===== src/rtl/alu_uart_pkg.sv =====
// Shared definitions for the ALU UART transmit/receive path:
// frame FSM state encoding, default line constants, and a counter sizing helper.
package alu_uart_pkg;

  // Frame sequencing states, shared with the future receiver.
  typedef enum logic [1:0] {
    IDLE  = 2'd0,
    START = 2'd1,
    DATA  = 2'd2,
    STOP  = 2'd3
  } uart_state_e;

  // Default oversampling factor (baud ticks per bit) and line rate.
  localparam int SB_TICK_DEFAULT = 16;
  localparam int BAUD_DEFAULT    = 9600;

  // Bits needed for a counter holding 0..range-1, never less than one bit.
  function automatic int cnt_width(input int range);
    return (range > 1) ? $clog2(range) : 1;
  endfunction

endpackage


===== src/rtl/baud_tick_gen.sv =====
// Baud tick generator: counts 0..DIV-1 and pulses tick on the DIV-1 count.
// While clr is high the counter is held at zero and no tick is produced, so the
// first tick after clr drops arrives exactly DIV clocks later.
module baud_tick_gen
  import alu_uart_pkg::*;
#(
  parameter int DIV = 1
) (
  input  logic clk,
  input  logic btn_Reset,
  input  logic clr,
  output logic tick
);

  localparam int             W    = cnt_width(DIV);
  localparam logic [W-1:0]   LAST = W'(DIV - 1);

  logic [W-1:0] cnt_q;
  logic [W-1:0] cnt_d;

  // Next count: wrap at DIV-1, forced to zero while cleared.
  always_comb begin
    cnt_d = cnt_q + 1'b1;
    if (clr || (cnt_q == LAST)) begin
      cnt_d = '0;
    end
  end

  // Divider register with synchronous reset.
  always_ff @(posedge clk) begin
    if (btn_Reset) begin
      cnt_q <= '0;
    end else begin
      cnt_q <= cnt_d;
    end
  end

  assign tick = !clr && (cnt_q == LAST);

endmodule


===== src/rtl/alu_result_tx.sv =====
// UART transmitter for ALU results: 1 start bit, NBITS data bits LSB first,
// 1 stop bit, idle-high line. Every bit lasts SB_TICK baud ticks of DIV clocks.
//
// Request handshake: tx_start is a level, sampled only while in IDLE. The edge
// that sees tx_start=1 in IDLE accepts the request and latches din; requests
// seen in any other state are dropped, not queued. tx_busy is high from the
// cycle after the accepting edge until the edge that returns to IDLE, and
// tx_done_tick marks the final clock of the stop bit.
module alu_result_tx
  import alu_uart_pkg::*;
#(
  parameter int NBITS    = 8,
  parameter int SB_TICK  = SB_TICK_DEFAULT,
  parameter int CLK_FREQ = 50000000,
  parameter int BAUD     = BAUD_DEFAULT
) (
  input  logic             clk,
  input  logic             btn_Reset,
  input  logic             tx_start,
  input  logic [NBITS-1:0] din,
  output logic             tx,
  output logic             tx_busy,
  output logic             tx_done_tick
);

  localparam int DIV = CLK_FREQ / (BAUD * SB_TICK);

  generate
    if (DIV < 1) begin : g_div_check
      $error("alu_result_tx: CLK_FREQ/(BAUD*SB_TICK) must be at least 1");
    end
  endgenerate

  localparam int              SW     = cnt_width(SB_TICK);
  localparam int              NW     = cnt_width(NBITS);
  localparam logic [SW-1:0]   S_LAST = SW'(SB_TICK - 1);
  localparam logic [NW-1:0]   N_LAST = NW'(NBITS - 1);

  uart_state_e      state_q, state_d;
  logic [SW-1:0]    s_cnt_q, s_cnt_d;
  logic [NW-1:0]    n_cnt_q, n_cnt_d;
  logic [NBITS-1:0] shreg_q, shreg_d;
  logic             tx_q, tx_d;
  logic             tick;
  logic             bit_end;
  logic             done;

  // Divider is held cleared in IDLE so each frame starts on a fresh tick phase.
  baud_tick_gen #(
    .DIV (DIV)
  ) u_baud (
    .clk       (clk),
    .btn_Reset (btn_Reset),
    .clr       (state_q == IDLE),
    .tick      (tick)
  );

  assign bit_end = tick && (s_cnt_q == S_LAST);

  // Next-state, counters, shift register and the registered line value.
  always_comb begin
    state_d = state_q;
    s_cnt_d = s_cnt_q;
    n_cnt_d = n_cnt_q;
    shreg_d = shreg_q;
    done    = 1'b0;

    case (state_q)
      IDLE: begin
        if (tx_start) begin
          shreg_d = din;
          s_cnt_d = '0;
          n_cnt_d = '0;
          state_d = START;
        end
      end
      START: begin
        if (bit_end) begin
          s_cnt_d = '0;
          n_cnt_d = '0;
          state_d = DATA;
        end else if (tick) begin
          s_cnt_d = s_cnt_q + 1'b1;
        end
      end
      DATA: begin
        if (bit_end) begin
          s_cnt_d = '0;
          shreg_d = shreg_q >> 1;
          if (n_cnt_q == N_LAST) begin
            state_d = STOP;
          end else begin
            n_cnt_d = n_cnt_q + 1'b1;
          end
        end else if (tick) begin
          s_cnt_d = s_cnt_q + 1'b1;
        end
      end
      STOP: begin
        if (bit_end) begin
          done    = 1'b1;
          s_cnt_d = '0;
          state_d = IDLE;
        end else if (tick) begin
          s_cnt_d = s_cnt_q + 1'b1;
        end
      end
      default: begin
        state_d = IDLE;
      end
    endcase

    // The line register follows the state being entered, so tx changes in
    // the same cycle as the state it belongs to.
    case (state_d)
      START:   tx_d = 1'b0;
      DATA:    tx_d = shreg_d[0];
      default: tx_d = 1'b1;
    endcase
  end

  // State and datapath registers; reset discards any frame in progress.
  always_ff @(posedge clk) begin
    if (btn_Reset) begin
      state_q <= IDLE;
      s_cnt_q <= '0;
      n_cnt_q <= '0;
      shreg_q <= '0;
      tx_q    <= 1'b1;
    end else begin
      state_q <= state_d;
      s_cnt_q <= s_cnt_d;
      n_cnt_q <= n_cnt_d;
      shreg_q <= shreg_d;
      tx_q    <= tx_d;
    end
  end

  assign tx           = tx_q;
  assign tx_busy      = (state_q != IDLE);
  assign tx_done_tick = done;

endmodule


===== config.mk =====
export PLATFORM = sky130hd
export DESIGN_NAME = alu_result_tx
export DESIGN_NICKNAME = d
export VERILOG_FILES = /design/src/rtl/alu_uart_pkg.sv /design/src/rtl/baud_tick_gen.sv /design/src/rtl/alu_result_tx.sv
export SDC_FILE = /design/constraint.sdc
export NUM_CORES = 1
export LEC_CHECK = 0
export ABC_AREA = 1
export CORE_MARGIN = 2
export CORE_UTILIZATION = 35
export CTS_BUF_LIST = sky130_fd_sc_hd__clkbuf_16
export CTS_CLUSTER_DIAMETER = 120
export DETAILED_ROUTE_END_ITERATION = 8
export SLEW_MARGIN = 10
export SYNTH_ARGS = -nofsm -noshare
export SYNTH_HDL_FRONTEND = slang
export SYNTH_SLANG_ARGS = --single-unit

===== constraint.sdc =====
create_clock -name clk -period 3.4 [get_ports clk]
set_input_delay 0.85 -clock clk [delete_from_list [all_inputs] [get_ports clk]]
set_output_delay 0.85 -clock clk [all_outputs]
set_load 0.01 [all_outputs]

==> reports/results.tsv <==
stage	metric	value	unit
clock_tree	cts.hold.buffers_added	0	
grt	track_usage	13.07	%
placed_design	port_buffers	13	
worst_setup_path	crit_path_top_delay_cell	clkdlybuf4s50_1	
power	p_seq_share	50.5	%
layout	final_cell_area	1683	sq um
grt	first_global_vias	1105	
sta	tightest_slew	0.3062	ns
sta	layout_min_cycle_time	2.877	ns
synthesis	synth_top_cell_area_share	38.10	%
sta	min_period_over_period	84.61	%
power	p_per_area	390.2	nW/um^2
sta	slew_violations	0	
worst_setup_path	rrSetupSlack	1.80	ns
power	power.switching	0.0001451	W
floorplanning	core_area	3943	sq um
sta	fmax	347.6	MHz
sta	hold_viol	0	
sta	skew	0.001631	ns
drt	drt-initial-drc-count	36	
worst_setup_path	required	2.55	ns
worst_setup_path	crit_family	buffers and inverters	
synthesis	synth-seq-cells	27	
clock_tree	h-tree-depth	1	
drt	wirelength	2.603	mm
layout	synthToLayoutAreaGrowth	18.61	%
clock_tree	clock-sinks	27	
worst_setup_path	path_buf_inv	3	
worst_setup_path	cp-start-kind	flip-flop	
power	vdd_drop_max	0.0002581	V
drt	via_count	1205	
clock_tree	post_cts_buffers	0	
grt	grt_max_degree	17	
power	p_int	0.0005115	W
clock_tree	clock_latency	0.26	ns
power	combPwrFrac	9.8	%
worst_setup_path	cp_max_fo	5	
floorplanning	std_cell_rows	23	
hold_path	hp-class	reg2reg	
sta	max-slew-margin-rel	79.51	%
drt	detail_route.wl_per_cell	9.860	microns
worst_setup_path	critPathCaptureType	output port	
sta	finalSetupViolations	0	
clock_tree	clk_path_buf_depth	2	
drt	drt_pre_antenna_iters	4	
floorplanning	die_w	67.67	microns
layout	mostFrequentLayoutCells	nand2_1 (50), inv_1 (31), dfxtp_1 (27), nor2_1 (15), a21oi_1 (14)	
layout	finalNetCount	231	
floorplanning	pin_count	14	
clock_tree	ctsRootBufferMaster	clkbuf_16	
worst_setup_path	arrival	2.03	ns
synthesis	ys_seq_area_share	38.10	%
worst_setup_path	path_cells	ha_1 -> nand2_1 -> nor2_2 -> nand4_1 -> inv_1 -> nand2_1 -> inv_1 -> clkdlybuf4s50_1	
synthesis	syn_inst	199	
worst_setup_path	worstSetupStartpoint	s_cnt_q[1]	
placed_design	dp_cells	260	
power	p_clk_share	39.7	%
layout	layout_commonest_cell	nand2_1	
sta	rsz0062_at_grt	false	
layout	seqCellArea	540.5	sq um
placed_design	gp_congestion	0.7744	
grt	grt_pass1_wl	4.567	mm
layout	drive_gt1_share	13.08	%
worst_setup_path	r2r_cells	11	
grt	antenna_found_initial	0	
synthesis	netlist.top_cell.by_area	dfxtp_1	
placed_design	place_area	1604	sq um
worst_setup_path	crit_path_end	tx_done_tick	
floorplanning	initial_core_util	35.99	%
worst_setup_path	r2r-end	shreg_q[6]	
clock_tree	cts_resized	0	
synthesis	syn-mean-instance-area	7.130	sq um
worst_setup_path	critical_path_depth	8	
layout	antennaDiodeCount	0	
worst_setup_path	worstReg2RegStart	u_baud.cnt_q[0]	
grt	overflow	0	
worst_setup_path	slowest_delay	0.52	ns
drt	vias_per_cell	4.564	
placed_design	dp_hpwl	1.973	mm
synthesis	yosys.cell_types.count	22	
worst_setup_path	worstSetupPathType	reg2out	
layout	finalCoreUtilization	42.68	%
floorplanning	floorplan.die.height	67.67	microns
synthesis	synth_nets	215	
power	p_leak	0.7553	nW
drt	antenna_left	0	
clock_tree	clk_pin_slew	0.06	ns
layout	multiInputGateArea	735.7	sq um
layout	instances_no_fill	264	
synthesis	synth.area.top_cells	dfxtp_1 (38%), nand2_1 (13%), inv_1 (7.9%)	
drt	route.detailed.drc	0	
clock_tree	cts_tree	built	
outcome	status	finished, final reports clean	
clock_tree	cts_inserted_buffers	3	
layout	fillers	434	
floorplanning	dieArea	4579	sq um
synthesis	ys_warn_count	0	
sta	tns	0	ns
power	switching_share	22.10	%
flow_run	cap_violations	0	
synthesis	syn_area	1419	sq um
sequential cells by signal, summed over array words and instances, names as in the netlist:
| name | flops |
|---|---|
| n_cnt_q | 3 |
| s_cnt_q | 4 |
| state_q | 2 |
| tx | 1 |
| shreg_q | 8 |
| u_baud.cnt_q | 9 |
synthesized netlist by cell type (all sizes together):
master and count:
nand2 55, inv 34, dfxtp 27, nor2 22
a21oi 20, nand3 11, nand4 6, nor3 6
o21ai 6, ha 5, nor3b 3, clkbuf 2
a31oi 1, buf 1
layout make-up:
type,count,share of cell area (%)
repair buffers,14,8.178
well taps,50,3.717
inverters,34,7.584
clock buffers,3,4.461
clock inverters,1,0.2230
multi-input cells,135,43.72
flip-flops and latches,27,32.12
power by group through the flow:
stage / Sequential, W / Clock [W] / Combinational (W)
after global placement: 0.000339 / 0 / 0.0000646
after detailed placement: 0.000339 / 0 / 0.0000650
after floorplan: 0.000338 / 0 / 0.0000414
final: 0.000332 / 0.000261 / 0.0000642
after CTS: 0.000332 / 0.000270 / 0.0000651
after global routing: 0.000333 / 0.000285 / 0.0000733
cell families after synthesis:
kind of cell             count (synthesis)  synth area share [%]
flip-flops                              27                 38.10
AND/OR/NAND/NOR                        103                 36.24
adder cells (fa/ha/maj)                  5                 4.409
buffers and inverters                   37                 10.05
AO/OA/AOI/OAI                           27                 11.20
how the worst min path moves through the flow:
stage	from	to	slack, ns	cells past startpoint
3_3_place_gp	shreg_q[7]	shreg_q[7]	0.45	2
5_1_grt	shreg_q[2]	shreg_q[2]	0.49	2
3_5_place_dp	u_baud.cnt_q[0]	u_baud.cnt_q[0]	0.46	1
6_report	u_baud.cnt_q[0]	u_baud.cnt_q[0]	0.47	1
2_1_floorplan	shreg_q[7]	shreg_q[7]	0.44	2
4_1_cts	shreg_q[3]	shreg_q[3]	0.48	2
metal layers:
| metal | up-vias | share of wire (%) | GRT usage, % |
|---|---|---|---|
| li1 | 658 | - | - |
| met1 | 530 | 50 | 15.87 |
| met2 | 15 | 46 | 22.67 |
| met3 | 2 | 3.0 | 3.333 |
| met4 | 0 | 0.85 | 3.571 |
| met5 | - | 0 | 0 |
per-stage QoR:
step	setup WS (ns)	hold WS, ns	power (W)
after floorplan	1.406	0.4393	0.0003794
after global placement	0.8550	0.4521	0.0004032
after detailed placement	0.8099	0.4633	0.0004039
after CTS	0.5268	0.4768	0.0006671
after global routing	0.3659	0.4948	0.0006916
final	0.5232	0.4713	0.0006566
Note: power is estimated with default switching activity, not from simulation.
==> variant 1: new RTL, same flow settings <==
The package constant `BAUD_DEFAULT` goes from 9600 to 19200.
--- a/src/rtl/alu_uart_pkg.sv
+++ b/src/rtl/alu_uart_pkg.sv
@@ -14,3 +14,3 @@
   localparam int SB_TICK_DEFAULT = 16;
-  localparam int BAUD_DEFAULT    = 9600;
+  localparam int BAUD_DEFAULT    = 19200;
 
Function: same outputs for any inputs over 10 cycles, from zero or initial values and one cycle with btn_Reset high; that may be too few to reach the edited logic, so the function may still have changed.
==> variant 1 against the unedited design <==
Fmax increased by 3.7%; non-clock buffer count is 1 higher; sequential cell count fell by 1; area after synthesis shrank 5.3%; synthesized cell count fell by 9.0%; die area is 5.0% lower; combinational power increased by 4.7%; final area down 3.5%; worst setup slack better by 0.10 ns; power up 11%; final cell count is 7.6% lower; global-route usage up 0.70 points; routed wire length is 2.6% higher; critical path type unchanged; largest power group is now clock.
==> variant 1: results (changes against the unedited design) <==
Outcome
  – Status: finished, final reports clean

Critical path
  – Worst Path Arrival: 1.92 ns (-0.11 ns)
  – Reg-to-Reg End: n_cnt_q[1]$_SDFFE_PP0P_
  – Register-to-Register Path Depth: 9 (-2)
  – Reg2reg setup slack: 1.54 ns (-0.26 ns)
  – Crit-path max FO: 4 (-1)
  – R2r startpoint: s_cnt_q[0]$_SDFFE_PP0P_

Logic synthesis
  – Area contributors post-synth: dfxtp_1 39%, nand2_1 11%, a21oi_1 6.0%
  – Post-synthesis adder-cell area fraction: 4.655% (+0.25 points)
  – Syn nets: 197 (-8.4%)
  – Seq/Total Area, Yosys: 38.73% (+0.64 points)
  – Yosys cell types: 25 (+14%)

Placement
  – HPWL after DPL: 1.982 mm (+0.45%)
  – Area after DPL: 1519 sq um (-5.3%)
  – Pre-CTS setup slack: 0.8770 ns (+0.06710 ns)

Global routing
  – M1 GR Usage: 17.50% (+1.6 points)
  – Total global-route track usage: 13.77% (+0.70 points)
  – Grt met2 use: 23.36% (+0.69 points)
  – Largest net degree at the start of global routing: 16 (-1)
  – Met3 Use GR: 4.089% (+0.76 points)
  – Vias in the first global route: 1090 (-1.4%)
  – First-pass GRT wire length: 4.712 mm (+3.2%)

Detailed routing
  – Drt first-iter violations: 58 (+61%)
  – Via count: 1196 (-0.75%)

Power and ir drop
  – Maximum VDD drop: 0.2853 mV (+11%)
  – Leak Pwr: 0.6753 nW (-11%)

Timing
  – Max-slew headroom: 67.55% (-12 points)
  – Final hold slack: 0.4731 ns (+0.001762 ns)
  – Final Skew: 0.005329 ns (+0.003698 ns)

Finish
  – Nets@finish: 213 (-7.8%)
## variant 1: power by group through the flow
stage | combinational [mW] | clock (mW) | sequential [mW]
4_1_cts | 0.0679 | 0.351 | 0.323
6_report | 0.0672 | 0.339 | 0.324
2_1_floorplan | 0.0443 | 0 | 0.327
3_5_place_dp | 0.0677 | 0 | 0.330
3_3_place_gp | 0.0676 | 0 | 0.330
5_1_grt | 0.0766 | 0.365 | 0.325
## variant 1: metal layers
layer,routed length [microns],part of all wire (%)
met5,0,0
met4,18,0.67
met3,82,3.1
met2,1277,48
met1,1293,48
## variant 1: area by class of cell
type | instances | area (sq um)
Inverter | 22 | 87.58
Clock inverter | 1 | 30.03
Fill cell | 401 | 2064
Clock buffer | 3 | 75.07
Tap cell | 48 | 60.06
Timing Repair Buffer | 15 | 145.1
Multi-Input combinational cell | 129 | 705.7
Sequential cell | 26 | 520.5
## variant 1: through the flow
stage               total power [mW]  util (%)  cells
detailed placement            0.3980     41.18    240
CTS                           0.7422     44.03    244
finish                        0.7299     44.03    244
global route                  0.7665     44.03    244
global placement              0.3978     41.18    240
floorplan                     0.3716         -    181
## variant 1: worst max-delay path by stage
stage	to	slack, ns	cells past startpoint	from
after floorplan	tx_done_tick	1.50	6	s_cnt_q[0]$_SDFFE_PP0P_
after global placement	tx_done_tick	0.95	6	u_baud.cnt_q[0]$_SDFF_PP0_
after detailed placement	tx_done_tick	0.88	6	u_baud.cnt_q[0]$_SDFF_PP0_
after CTS	tx_done_tick	0.59	6	u_baud.cnt_q[0]$_SDFF_PP0_
after global routing	tx_done_tick	0.47	6	u_baud.cnt_q[0]$_SDFF_PP0_
final	tx_done_tick	0.63	6	u_baud.cnt_q[0]$_SDFF_PP0_
## variant 1: logic make-up after synthesis
kind of cell	Yosys count
AO/OA/AOI/OAI	27
AND/OR/NAND/NOR	97
adder cells (fa/ha/maj)	5
flip-flops	26
buffers and inverters	26
## variant 1: critical path, delay by kind of cell, from the launching register on
kind          cells  cell delay (ns)
fa+ha+maj         1             0.21
flops             1             0.38
buf+inv           2             0.61
simple gates      3             0.47
==> variant 2: new RTL, same settings <==
Made on the original files. Encoding of `uart_state_e`: now one-hot (4 bits for 4 states).
--- a/src/rtl/alu_uart_pkg.sv
+++ b/src/rtl/alu_uart_pkg.sv
@@ -5,7 +5,7 @@
   // Frame sequencing states, shared with the future receiver.
-  typedef enum logic [1:0] {
-    IDLE  = 2'd0,
-    START = 2'd1,
-    DATA  = 2'd2,
-    STOP  = 2'd3
+  typedef enum logic [3:0] {
+    IDLE  = 4'b0001,
+    START = 4'b0010,
+    DATA  = 4'b0100,
+    STOP  = 4'b1000
   } uart_state_e;
Check against the original RTL: same outputs for any inputs over 10 cycles, from zero or initial values and one cycle with btn_Reset high; not proved beyond that.
==> variant 2 against the unedited design <==
Synthesized cell count rose by 12%; area after synthesis rose by 9.8%; largest power group is now clock; die area rose by 9.2%; worst setup slack improved by 0.20 ns; worst hold slack got worse by 0.010 ns; fmax rose by 7.6%; routed wire length rose by 18%; sequential power rose by 12%; final cell count rose by 10%; sequential share of layout area fell by 1.0 points; clock power rose by 53%; sequential cell count rose by 2; largest cell class unchanged; power rose by 36%; final area rose by 11%.
==> variant 2: results (changes against the unedited design) <==
Finish
  – Register area: 580.6 sq um (+7.4%)
  – Layout clock buffers: 5 (+2)
  – Fraction of layout cells with a size suffix above 1: 12.97% (-0.11 points)
  – Layout non-clock buf frac: 7.373% (-0.81 points)
  – Non-CTS inverters: 28 (-18%)
  – # fillers: 457 (+5.3%)
  – #MultiIn Comb: 161 (+19%)

Logic synthesis
  – Syn nets: 238 (+11%)
  – Post-Synth XOR/XNOR Area: 1.124% (+1.1 points)
  – Compound-cell area share of the yosys netlist: 12.93% (+1.7 points)

Critical path
  – Crit-path max FO: 4 (-1)

Global routing
  – First-pass GRT wire length: 5.733 mm (+26%)
  – Vias in the first global route: 1303 (+18%)
  – Total global-route track usage: 14.23% (+1.2 points)

CTS
  – Sink Count: 29 (+7.4%)
  – H-tree depth: 2 (+1)

Placement
  – Cells after DPL: 284 (+9.2%)

Power and ir drop
  – Switching Fraction: 25.11% (+3.0 points)
  – Maximum VDD drop: 0.2840 mV (+10%)
  – P_comb: 0.124 mW (+93%)

Outcome
  – Status: finished, final reports clean

Detailed routing
  – Vias per cell: 4.739 (+3.8%)
  – Drt first-iter violations: 100 (+180%)

Timing
  – Max-slew headroom: 78.88% (-0.63 points)
  – Final Skew: 0.003870 ns (+0.002239 ns)
## variant 2: cell types whose count changed in the layout (fill, tap and decap cells not counted), sizes merged, moves of 2 or more
cell / delta
nand3b: +2
inv: -6
xor2: +2
clkbuf: +2
nor2: +13
nand4: -4
a21oi: +8
dfxtp: +2
nand2: +6
nor3: -4
## variant 2: routing by layer
| metal | track usage [%] | wire, microns | up-vias |
|---|---|---|---|
| met5 | 0 | 0 | - |
| met4 | 6.918 | 75 | 0 |
| met3 | 3.134 | 87 | 9 |
| met2 | 20.98 | 1307 | 19 |
| met1 | 19.68 | 1604 | 607 |
| li1 | - | - | 744 |
## variant 2: per-stage QoR
| step | total power [mW] | instance area [sq um] | setup slack (ns) |
|---|---|---|---|
| 5_1_grt | 0.9365 | 1867 | 0.5482 |
| 3_3_place_gp | 0.5029 | 1734 | 1.031 |
| 3_5_place_dp | 0.5031 | 1734 | 0.9924 |
| 6_report | 0.8942 | 1867 | 0.7256 |
| 2_1_floorplan | 0.4625 | 1558 | 1.571 |
| 4_1_cts | 0.9025 | 1867 | 0.7061 |
## variant 2: critical path, delay by kind of cell (launching register included)
family,cells,cell delay (ns)
buffers and inverters,4,0.72
and+or+nand+nor,4,0.37
DFF,1,0.33
adders and majority gates,1,0.13
## variant 2: final timing paths
kind                              start  slack (ns)                      end  cells past startpoint
max          u_baud.cnt_q[0]$_SDFF_PP0_        0.73             tx_done_tick                      9
min reg2reg     shreg_q[3]$_SDFFE_PP0P_        0.46  shreg_q[3]$_SDFFE_PP0P_                      2
min             shreg_q[3]$_SDFFE_PP0P_        0.46  shreg_q[3]$_SDFFE_PP0P_                      2
max reg2reg  u_baud.cnt_q[0]$_SDFF_PP0_        1.64  shreg_q[2]$_SDFFE_PP0P_                     11
